`src/rtl/midi_pkg.sv`:
```
// Decoded MIDI channel-message type shared by the message decoder and its consumers.
package MIDI;

  typedef enum logic [2:0] {
    NOTE_OFF         = 3'd0,
    NOTE_ON          = 3'd1,
    POLY_PRESSURE    = 3'd2,
    CONTROL_CHANGE   = 3'd3,
    PROGRAM_CHANGE   = 3'd4,
    CHANNEL_PRESSURE = 3'd5,
    PITCH_BEND       = 3'd6,
    SYSTEM           = 3'd7
  } message_type_t;

  typedef struct packed {
    message_type_t message_type;
    logic [3:0]    channel;
    logic [6:0]    data_byte1;
    logic [6:0]    data_byte2;
  } message_t;

endpackage

```
`src/rtl/parameter_bank_pkg.sv`:
```
// Constants for the parameter bank: default controller map, default values,
// and the Reset All Controllers number.
package PARAMETER;

  localparam int MAX_PARAMS  = 32;
  localparam int MAX_VALUE_W = 14;

  localparam logic [6:0] CC_RESET_ALL = 7'd121;

  typedef logic [$clog2(MAX_PARAMS)-1:0] param_index_t;

  // Slots 0..7: pan, volume, cutoff, resonance, attack, release, mod wheel, expression.
  // Unused slots park on CC 127, which no consumer assigns.
  localparam logic [MAX_PARAMS*7-1:0] DEFAULT_CC_MAP = {
    {24{7'h7F}},
    7'd11, 7'd1, 7'd72, 7'd73, 7'd71, 7'd74, 7'd7, 7'd10
  };

  // Packed with the default 7-bit stride: pan centred, volume 100, rest zero.
  localparam logic [MAX_PARAMS*MAX_VALUE_W-1:0] DEFAULT_VALUES = {
    {(MAX_PARAMS*MAX_VALUE_W-14){1'b0}}, 7'd100, 7'd64
  };

endpackage

```
`src/rtl/parameter_bank_change_fifo.sv`:
```
// Generic synchronous FIFO with wrap-bit pointers; also used by the arpeggiator.
module change_fifo #(
  parameter int WIDTH = 4,
  parameter int DEPTH = 4
) (
  input  logic             clock,
  input  logic             reset_l,
  input  logic             push,
  input  logic [WIDTH-1:0] push_data,
  input  logic             pop,
  output logic [WIDTH-1:0] pop_data,
  output logic             full,
  output logic             empty
);

  localparam int AW = $clog2(DEPTH);

  logic [AW:0]      wr_ptr, rd_ptr;
  logic [WIDTH-1:0] mem [DEPTH];
  logic             do_push, do_pop;

  assign empty   = (wr_ptr == rd_ptr);
  assign full    = (wr_ptr[AW] != rd_ptr[AW]) && (wr_ptr[AW-1:0] == rd_ptr[AW-1:0]);
  assign do_pop  = pop && !empty;
  // A pop in the same cycle frees the slot the push needs.
  assign do_push = push && (!full || do_pop);

  assign pop_data = mem[rd_ptr[AW-1:0]];

  always_ff @(posedge clock or negedge reset_l) begin
    if (!reset_l) begin
      wr_ptr <= '0;
      rd_ptr <= '0;
      for (int i = 0; i < DEPTH; i++) mem[i] <= '0;
    end else begin
      if (do_push) begin
        mem[wr_ptr[AW-1:0]] <= push_data;
        wr_ptr <= wr_ptr + (AW+1)'(1);
      end
      if (do_pop) rd_ptr <= rd_ptr + (AW+1)'(1);
    end
  end

endmodule

```
`src/rtl/parameter_bank.sv`:
```
// MIDI control-change decoder into a bank of parameter registers with a change-event queue.
// Optional: PARAMETER_BANK_RESET_ALL_EN makes CC 121 restore every slot and queue an "all" event.
module parameter_bank
  import MIDI::*;
  import PARAMETER::*;
#(
  parameter int NUM_PARAMS = 8,
  parameter int VALUE_W = 7,
  parameter bit OMNI = 1'b1,
  parameter logic [3:0] LISTEN_CHANNEL = 4'd0,
  parameter int FIFO_DEPTH = 4,
  parameter logic [MAX_PARAMS*7-1:0] CC_MAP = DEFAULT_CC_MAP,
  parameter logic [MAX_PARAMS*MAX_VALUE_W-1:0] DEFAULTS = DEFAULT_VALUES,
  localparam int SLOT_W = (NUM_PARAMS > 1) ? $clog2(NUM_PARAMS) : 1,
`ifdef PARAMETER_BANK_RESET_ALL_EN
  localparam int IDX_W = SLOT_W + 1
`else
  localparam int IDX_W = SLOT_W
`endif
) (
  input  logic                          clock_50_000_000,
  input  logic                          reset_l,
  input  message_t                      message,
  input  logic                          message_ready,
  output logic [NUM_PARAMS*VALUE_W-1:0] values,
  output logic                          change_valid,
  output logic [IDX_W-1:0]              change_index,
  input  logic                          change_ready,
  output logic                          overflow
);

  localparam int LSB_W = VALUE_W - 7;
  localparam logic [VALUE_W-1:0] UPPER_MASK = VALUE_W'(7'h7F) << LSB_W;

  logic               accept;
  logic               hit, hit_lsb;
  param_index_t       hit_idx;
  logic               reset_all;
  logic [VALUE_W-1:0] msb_val, lsb_bits;
  logic               push, full, empty;
  logic [IDX_W-1:0]   push_data;
  logic [VALUE_W-1:0] slot_q [NUM_PARAMS];

  assign accept = message_ready && (message.message_type == CONTROL_CHANGE)
                  && (OMNI || (message.channel == LISTEN_CHANNEL));

  // Walk from the top slot down so the lowest matching index is the one left standing.
  always_comb begin
    hit     = 1'b0;
    hit_lsb = 1'b0;
    hit_idx = '0;
    for (int i = NUM_PARAMS-1; i >= 0; i--) begin
      if (message.data_byte1 == CC_MAP[7*i +: 7]) begin
        hit     = 1'b1;
        hit_lsb = 1'b0;
        hit_idx = param_index_t'(i);
      end else if ((VALUE_W > 7) && (CC_MAP[7*i +: 7] < 7'd32)
                   && (message.data_byte1 == CC_MAP[7*i +: 7] + 7'd32)) begin
        hit     = 1'b1;
        hit_lsb = 1'b1;
        hit_idx = param_index_t'(i);
      end
    end
  end

  // A new MSB clears the fine bits; an LSB keeps only the top bits of its byte.
  assign msb_val  = VALUE_W'(message.data_byte2) << LSB_W;
  assign lsb_bits = VALUE_W'(message.data_byte2 >> (7 - LSB_W));

`ifdef PARAMETER_BANK_RESET_ALL_EN
  assign reset_all = accept && (message.data_byte1 == CC_RESET_ALL);
  assign push_data = reset_all ? {1'b1, SLOT_W'(NUM_PARAMS-1)} : {1'b0, hit_idx[SLOT_W-1:0]};
`else
  assign reset_all = 1'b0;
  assign push_data = hit_idx[SLOT_W-1:0];
`endif

  assign push = reset_all || (accept && hit);

  always_ff @(posedge clock_50_000_000 or negedge reset_l) begin
    if (!reset_l) begin
      for (int i = 0; i < NUM_PARAMS; i++) slot_q[i] <= DEFAULTS[VALUE_W*i +: VALUE_W];
    end else if (reset_all) begin
      for (int i = 0; i < NUM_PARAMS; i++) slot_q[i] <= DEFAULTS[VALUE_W*i +: VALUE_W];
    end else if (accept && hit) begin
      for (int i = 0; i < NUM_PARAMS; i++) begin
        if (hit_idx == param_index_t'(i))
          slot_q[i] <= hit_lsb ? ((slot_q[i] & UPPER_MASK) | lsb_bits) : msb_val;
      end
    end
  end

  for (genvar g = 0; g < NUM_PARAMS; g++) begin : g_slot
    assign values[VALUE_W*g +: VALUE_W] = slot_q[g];
  end

  // Full always implies non-empty, so a ready consumer frees a slot this same edge.
  always_ff @(posedge clock_50_000_000 or negedge reset_l) begin
    if (!reset_l) overflow <= 1'b0;
    else if (push && full && !change_ready) overflow <= 1'b1;
  end

  change_fifo #(
    .WIDTH(IDX_W),
    .DEPTH(FIFO_DEPTH)
  ) u_change_fifo (
    .clock    (clock_50_000_000),
    .reset_l  (reset_l),
    .push     (push),
    .push_data(push_data),
    .pop      (change_ready),
    .pop_data (change_index),
    .full     (full),
    .empty    (empty)
  );

  assign change_valid = !empty;

endmodule
```
`config.mk`:
```
export PLATFORM = sky130hd
export DESIGN_NAME = parameter_bank
export DESIGN_NICKNAME = d
export VERILOG_FILES = /design/src/rtl/midi_pkg.sv /design/src/rtl/parameter_bank_pkg.sv /design/src/rtl/parameter_bank_change_fifo.sv /design/src/rtl/parameter_bank.sv
export SDC_FILE = /design/constraint.sdc
export NUM_CORES = 1
export LEC_CHECK = 0
export CAP_MARGIN = 10
export CORE_UTILIZATION = 45
export DETAILED_ROUTE_END_ITERATION = 8
export PLACE_DENSITY = 0.77
export SYNTH_ARGS = -nofsm -noshare
export SYNTH_HDL_FRONTEND = slang
export SYNTH_HIERARCHICAL = 1
export SYNTH_SLANG_ARGS = --single-unit
```
`constraint.sdc`:
```
create_clock -name clock_50_000_000 -period 2.1 [get_ports clock_50_000_000]
set_clock_uncertainty 0.2 [all_clocks]
set_input_delay 0.63 -clock clock_50_000_000 [delete_from_list [all_inputs] [get_ports clock_50_000_000]]
set_output_delay 0.63 -clock clock_50_000_000 [all_outputs]
set_load 0.1 [all_outputs]
```
==> impl_metrics.toml, run 1 <==
[status]
outcome = "finished with violations"
failed_checks = "negative setup slack"

[power_and_ir_drop]
vdd.ir_drop.worst_v = 0.000511
p_comb_frac = 0.288
p_sw_frac = 0.335
power.density_mw_per_mm2 = 659
seqPwrFrac = 0.425
leakagePower_nw = 2.65
clkPwrFrac = 0.287
p_int_mw = 2.49
p_switching_mw = 1.25

[layout]
fin_util = 0.766
multi_input_area_sq_mm = 0.00169
final_nets = 392
syn2layout_area_growth_pct = 61.6
n_antenna_cell = 0
fillers = 422
layout-drive-gt1-share = 0.649
layout_common_cells = "69 x dfrtp_1, 63 x buf_12, 58 x mux2_2"
seqCellArea_sq_mm = 0.00188
mostFrequentLayoutCell = "dfrtp_1"
stdcell_area_sq_mm = 0.00567

[routing]
wire_per_inst_um = 18.9
routed_via_density = 5.27
drc = 0
routed_wl_um = 8790
vias = 2456
firstDrtPassIters = 6
drt_iter0_markers = 59
final_antenna_net_count = 0

[synth]
synth.net_count = 266
synth_area_sq_mm = 0.00351
ys_seq_elements = 75
synth_cell_types = 54
yosysWarnings = 6
synthTopCellsByArea = "dfrtp_1 51%, mux2_2 20%, dfstp_2 3.0%"
synth_edf_count = 0
synth_area_per_cell_sq_um = 14.9
yosysSeqAreaShare = 0.536
async_reset_ff_frac = 1.00
synthFlopType = "dfrtp_1"
netlist.area_leader.share = 0.506
synth_largest_area_cell = "dfrtp_1"
synthCells = 236

[die]
rows = 31
die_h_um = 90.3
start_util = 0.474
die_area_sq_mm = 0.00816
design.core.area_sq_mm = 0.00741
ioPinCount = 86
die_x_um = 90.3

[grt]
first_global_vias = 2677
grt_util_all_layers = 0.233
gr-total-overflow = 0
grt_pass1_wl_um = 14500
grt_max_degree = 29
antenna_found_initial = 0

[placement]
dp_slack_ps = -986
hpwl_um = 6400
gp_congestion = 0.800
place_area_sq_mm = 0.00534
port_buffers = 81

[sta]
relSlewSlack = 0.488
setup_viol = 19
period_needed_ps = 2450
clock.fmax_mhz = 408
tns_ps = -5370
tightestPinTransition_ps = 765
holdWs_ps = 320
fin_crit_sh = 1.17
finalHoldViolations = 0
fin_ws_ps = -351
slew_violations = 0
grt_setup_unrepaired = "yes"

[clock_tree]
cts_tree = "built"
clock_sinks = 75
cts-htree-levels = 3
cts_made_buffers = 9
cts_root_buf = "clkbuf_8"
cts.clk_slew.worst_paths_ps = 80
clk_latency_ps = 340
clockBufferDepth = 2

[setup_path]
reg2reg_depth = 3
path_delay_family = "multiplexers"
crit_type = "register to output port"
cp_common_cell = "buf_12"
crit_cells = 3
end_kind = "output port"
startpoint_type = "register"
crit_slowest_cell = "mux4_2"
critPathMaxFanout = 3
max_stage_delay_ps = 530
crit_path_cell_trace = "buf_12 > mux4_2 > buf_12"
cp.arrival_ps = 1620
worstPathRequired_ps = 1270
path_buf_inv = 2

[run]
drv_cap = 0

[hold_path]
hp-class = "register to register"
min_path_cells = 1
## stage by stage
step | power, mW | instances
6_report | 3.74 | 466
2_1_floorplan | 2.23 | 236
4_1_cts | 3.75 | 466
3_3_place_gp | 2.59 | 445
3_5_place_dp | 2.62 | 445
5_1_grt | 3.88 | 466
## area by class of cell
class | count | area share
flip-flops and latches | 75 | 0.332
repair buffers | 123 | 0.308
multi-input cells | 146 | 0.299
clock buffers | 10 | 0.0225
well taps | 99 | 0.0218
clock inverters | 6 | 0.0117
inverters | 7 | 0.00529
## Yosys cell counts (2+ instances only)
master and count:
mux2_4 7, ha_1 5, o31ai_1 2, mux4_2 3
inv_1 7, dfstp_2 4, xnor2_1 2, and3b_1 2
a21oi_1 3, mux2_2 63, nor2_1 6, o41ai_1 2
nand3_1 4, o211ai_1 2, dfrtp_1 71, nand2_1 4
o41ai_4 2, and2_1 4, o41ai_2 2, buf_2 4
nand3_2 2, xor2_2 2, o21ai_0 2
## cells by family (layout without fill, tap and decap cells)
logic type	after synthesis	count (layout)	synth area share
AOI/OAI and AO/OA	21	21	0.0598
xor gates and xnor gates	6	6	0.0214
adders and majority gates	5	5	0.0178
buffers and inverters	15	146	0.0235
DFF	75	75	0.536
muxes	73	73	0.251
and+or+nand+nor	41	41	0.0905
## worst reg2reg max path, stage by stage (launching register included)
cell     delay (ps)
dfrtp_1         470
xnor2_2         330
o41ai_4         530
mux2_2          380
## sequential cells by signal, summed over array words and instances (netlist names)
register              cells
values                   56
u_change_fifo/rd_ptr      3
u_change_fifo/mem        12
u_change_fifo/wr_ptr      3
overflow                  1
## timing repair
action                                  CTS  global route
gates resized for setup                  43            10
pin swaps                                14             8
endpoints found under the setup margin   76            35
endpoints found under the hold margin    19             0
hold buffers                              1             0
setup buffers                             4             1
## power by group through the flow
stage               clock (mW)  combinational (mW)  sequential (mW)
floorplan                    0               0.485             1.75
global placement             0               0.974             1.61
detailed placement           0               0.999             1.62
CTS                       1.11                1.06             1.59
global route              1.15                1.14             1.60
finish                    1.07                1.08             1.59
## per-layer routing
metal / GRT usage / wire length (um)
met5: 0 / 0
met4: 0.0685 / 92
met3: 0.0707 / 479
met2: 0.394 / 4540
met1: 0.288 / 3680
## final timing paths
| kind | to | slack (ps) | startpoint |
|---|---|---|---|
| max | change_index[2] | -350 | u_change_fifo/rd_ptr[0]$_DFFE_PN0P_ |
| min | u_change_fifo/mem[2]$_DFFE_PN0P_ | 320 | u_change_fifo/mem[2]$_DFFE_PN0P_ |
| max reg2reg | u_change_fifo/mem[10]$_DFFE_PN0P_ | 80 | u_change_fifo/wr_ptr[2]$_DFFE_PN0P_ |
| min reg2reg | u_change_fifo/mem[2]$_DFFE_PN0P_ | 320 | u_change_fifo/mem[2]$_DFFE_PN0P_ |
| max in group asynchronous | values[13]$_DFFE_PN1P_ | 580 | reset_l |
| min in group asynchronous | values[0]$_DFFE_PN0P_ | 530 | reset_l |
Note: power is estimated with default switching activity, not from simulation.
==> run 2: changes to the inputs <==
--- a/config.mk
+++ b/config.mk
@@ -6,6 +6,7 @@
 export NUM_CORES = 1
 export LEC_CHECK = 0
 export CAP_MARGIN = 10
+export CORE_MARGIN = 8
 export CORE_UTILIZATION = 45
 export DETAILED_ROUTE_END_ITERATION = 8
 export PLACE_DENSITY = 0.77
==> impl_metrics.toml, run 2 (synthesis gave the netlist of run 1 again) <==
[grt]
first_global_vias = 2831
gr-total-overflow = 0
antenna_found_initial = 0
grt_util_all_layers = 0.183
grt_pass1_wl_um = 15600
grt_max_degree = 24

[sta]
fin_ws_ps = -333
tns_ps = -3960
slew_violations = 0
period_needed_ps = 2430
relSlewSlack = 0.452
grt_setup_unrepaired = "yes"
fin_crit_sh = 1.16
tightestPinTransition_ps = 818
clock.fmax_mhz = 411
setup_viol = 19
finalHoldViolations = 0
holdWs_ps = 312

[run]
drv_cap = 0

[die]
rows = 32
ioPinCount = 86
design.core.area_sq_mm = 0.00765
start_util = 0.459
die_area_sq_mm = 0.0109
die_x_um = 104
die_h_um = 104

[power_and_ir_drop]
clkPwrFrac = 0.302
p_switching_mw = 1.31
seqPwrFrac = 0.415
p_int_mw = 2.51
p_comb_frac = 0.283
finalPower_mw = 3.82
leakagePower_nw = 2.63
vdd.ir_drop.worst_v = 0.000420
power.density_mw_per_mm2 = 675
p_sw_frac = 0.343

[routing]
wire_per_inst_um = 20.6
drt_iter0_markers = 93
final_antenna_net_count = 0
routed_wl_um = 9500
firstDrtPassIters = 4
routed_via_density = 5.19
vias = 2392
drc = 0

[clock_tree]
cts_tree = "built"
cts_root_buf = "clkbuf_8"
clk_latency_ps = 340
cts.clk_slew.worst_paths_ps = 80
cts_made_buffers = 9
clockBufferDepth = 2
clock_sinks = 75
cts-htree-levels = 3

[layout]
final_nets = 384
layout_common_cells = "69 x dfrtp_1, 66 x buf_12, 60 x mux2_2"
largest_reg_flops = 56
fillers = 460
layout-drive-gt1-share = 0.649
mostFrequentLayoutCell = "dfrtp_1"
multi_input_area_sq_mm = 0.00168
seqCellArea_sq_mm = 0.00188
n_antenna_cell = 0
syn2layout_area_growth_pct = 61.0
stdcell_area_sq_mm = 0.00565
finalNonFillerCells = 461

[setup_path]
startpoint_type = "register"
path_delay_family = "multiplexers"
cp_common_cell = "buf_12"
max_stage_delay_ps = 530
end_kind = "output port"
crit_slowest_cell = "mux4_2"
path_buf_inv = 2
cp.arrival_ps = 1600
r2r-start = "u_change_fifo/wr_ptr[2]$_DFFE_PN0P_"
rr_endpoint = "u_change_fifo/mem[1]$_DFFE_PN0P_"
crit_path_cell_trace = "buf_12 > mux4_2 > buf_12"
crit_type = "register to output port"
critPathMaxFanout = 3
worstPathRequired_ps = 1270
reg2reg_depth = 3
rrSetupSlack_ps = 70

[status]
outcome = "finished with violations"
failed_checks = "negative setup slack"

[hold_path]
hp-class = "register to register"
min_path_cells = 1
min_to = "u_change_fifo/mem[10]$_DFFE_PN0P_"
min_from = "u_change_fifo/mem[10]$_DFFE_PN0P_"

[placement]
gp_congestion = 0.812
port_buffers = 81
placed_cells = 441
hpwl_um = 6950
place_area_sq_mm = 0.00534
run 2: cell count changes in the layout (fill, tap and decap cells not counted), sizes merged:
cell	change
inv	+3
buf	-8
clkinv	+1
clkbuf	-1
clkinvlp	-3
run 2: layer usage:
metal  up-vias  share of wire  track usage
met5         -              0            0
li1       1097              -            -
met1      1221           0.39        0.205
met2        60           0.52        0.313
met3        14          0.073       0.0694
met4         0          0.017       0.0558
run 2: final cells by class:
class	instances	area share
Clock inverter	7	0.0146
Multi-Input combinational cell	146	0.297
Timing Repair Buffer	115	0.305
Tap cell	102	0.0226
Sequential cell	75	0.333
Clock buffer	9	0.0219
Inverter	7	0.00531
run 2: metrics by stage:
stage / worst slack (ps) / util
5_1_grt: -392 / 0.739
3_5_place_dp: -1050 / 0.698
6_report: -333 / 0.739
4_1_cts: -348 / 0.736
3_3_place_gp: -1020 / 0.698
2_1_floorplan: -488 / -
run 2: power by group through the flow:
stage	logic [mW]	registers (mW)	clock network, mW
3_5_place_dp	1.02	1.61	0
2_1_floorplan	0.485	1.75	0
5_1_grt	1.16	1.59	1.24
3_3_place_gp	1.00	1.60	0
6_report	1.08	1.58	1.15
4_1_cts	1.06	1.58	1.18
run 2: how the worst max path moves through the flow:
stage / from / to / cells past startpoint
after floorplan: message[8] / u_change_fifo/mem[0]$_DFFE_PN0P_ / 8
after global placement: message[13] / u_change_fifo/mem[1]$_DFFE_PN0P_ / 8
after detailed placement: message[13] / u_change_fifo/mem[9]$_DFFE_PN0P_ / 8
after CTS: u_change_fifo/rd_ptr[0]$_DFFE_PN0P_ / change_index[2] / 3
after global routing: u_change_fifo/rd_ptr[1]$_DFFE_PN0P_ / change_valid / 5
final: u_change_fifo/rd_ptr[0]$_DFFE_PN0P_ / change_index[2] / 3
run 2: what timing repair did:
action / 4_1_cts / 5_1_grt
setup endpoints to repair: 76 / 36
buffers inserted: 3 / 1
hold buffers: 1 / 0
pin swaps: 9 / 7
endpoints found under the hold margin: 1 / 0
resized for setup: 42 / 11
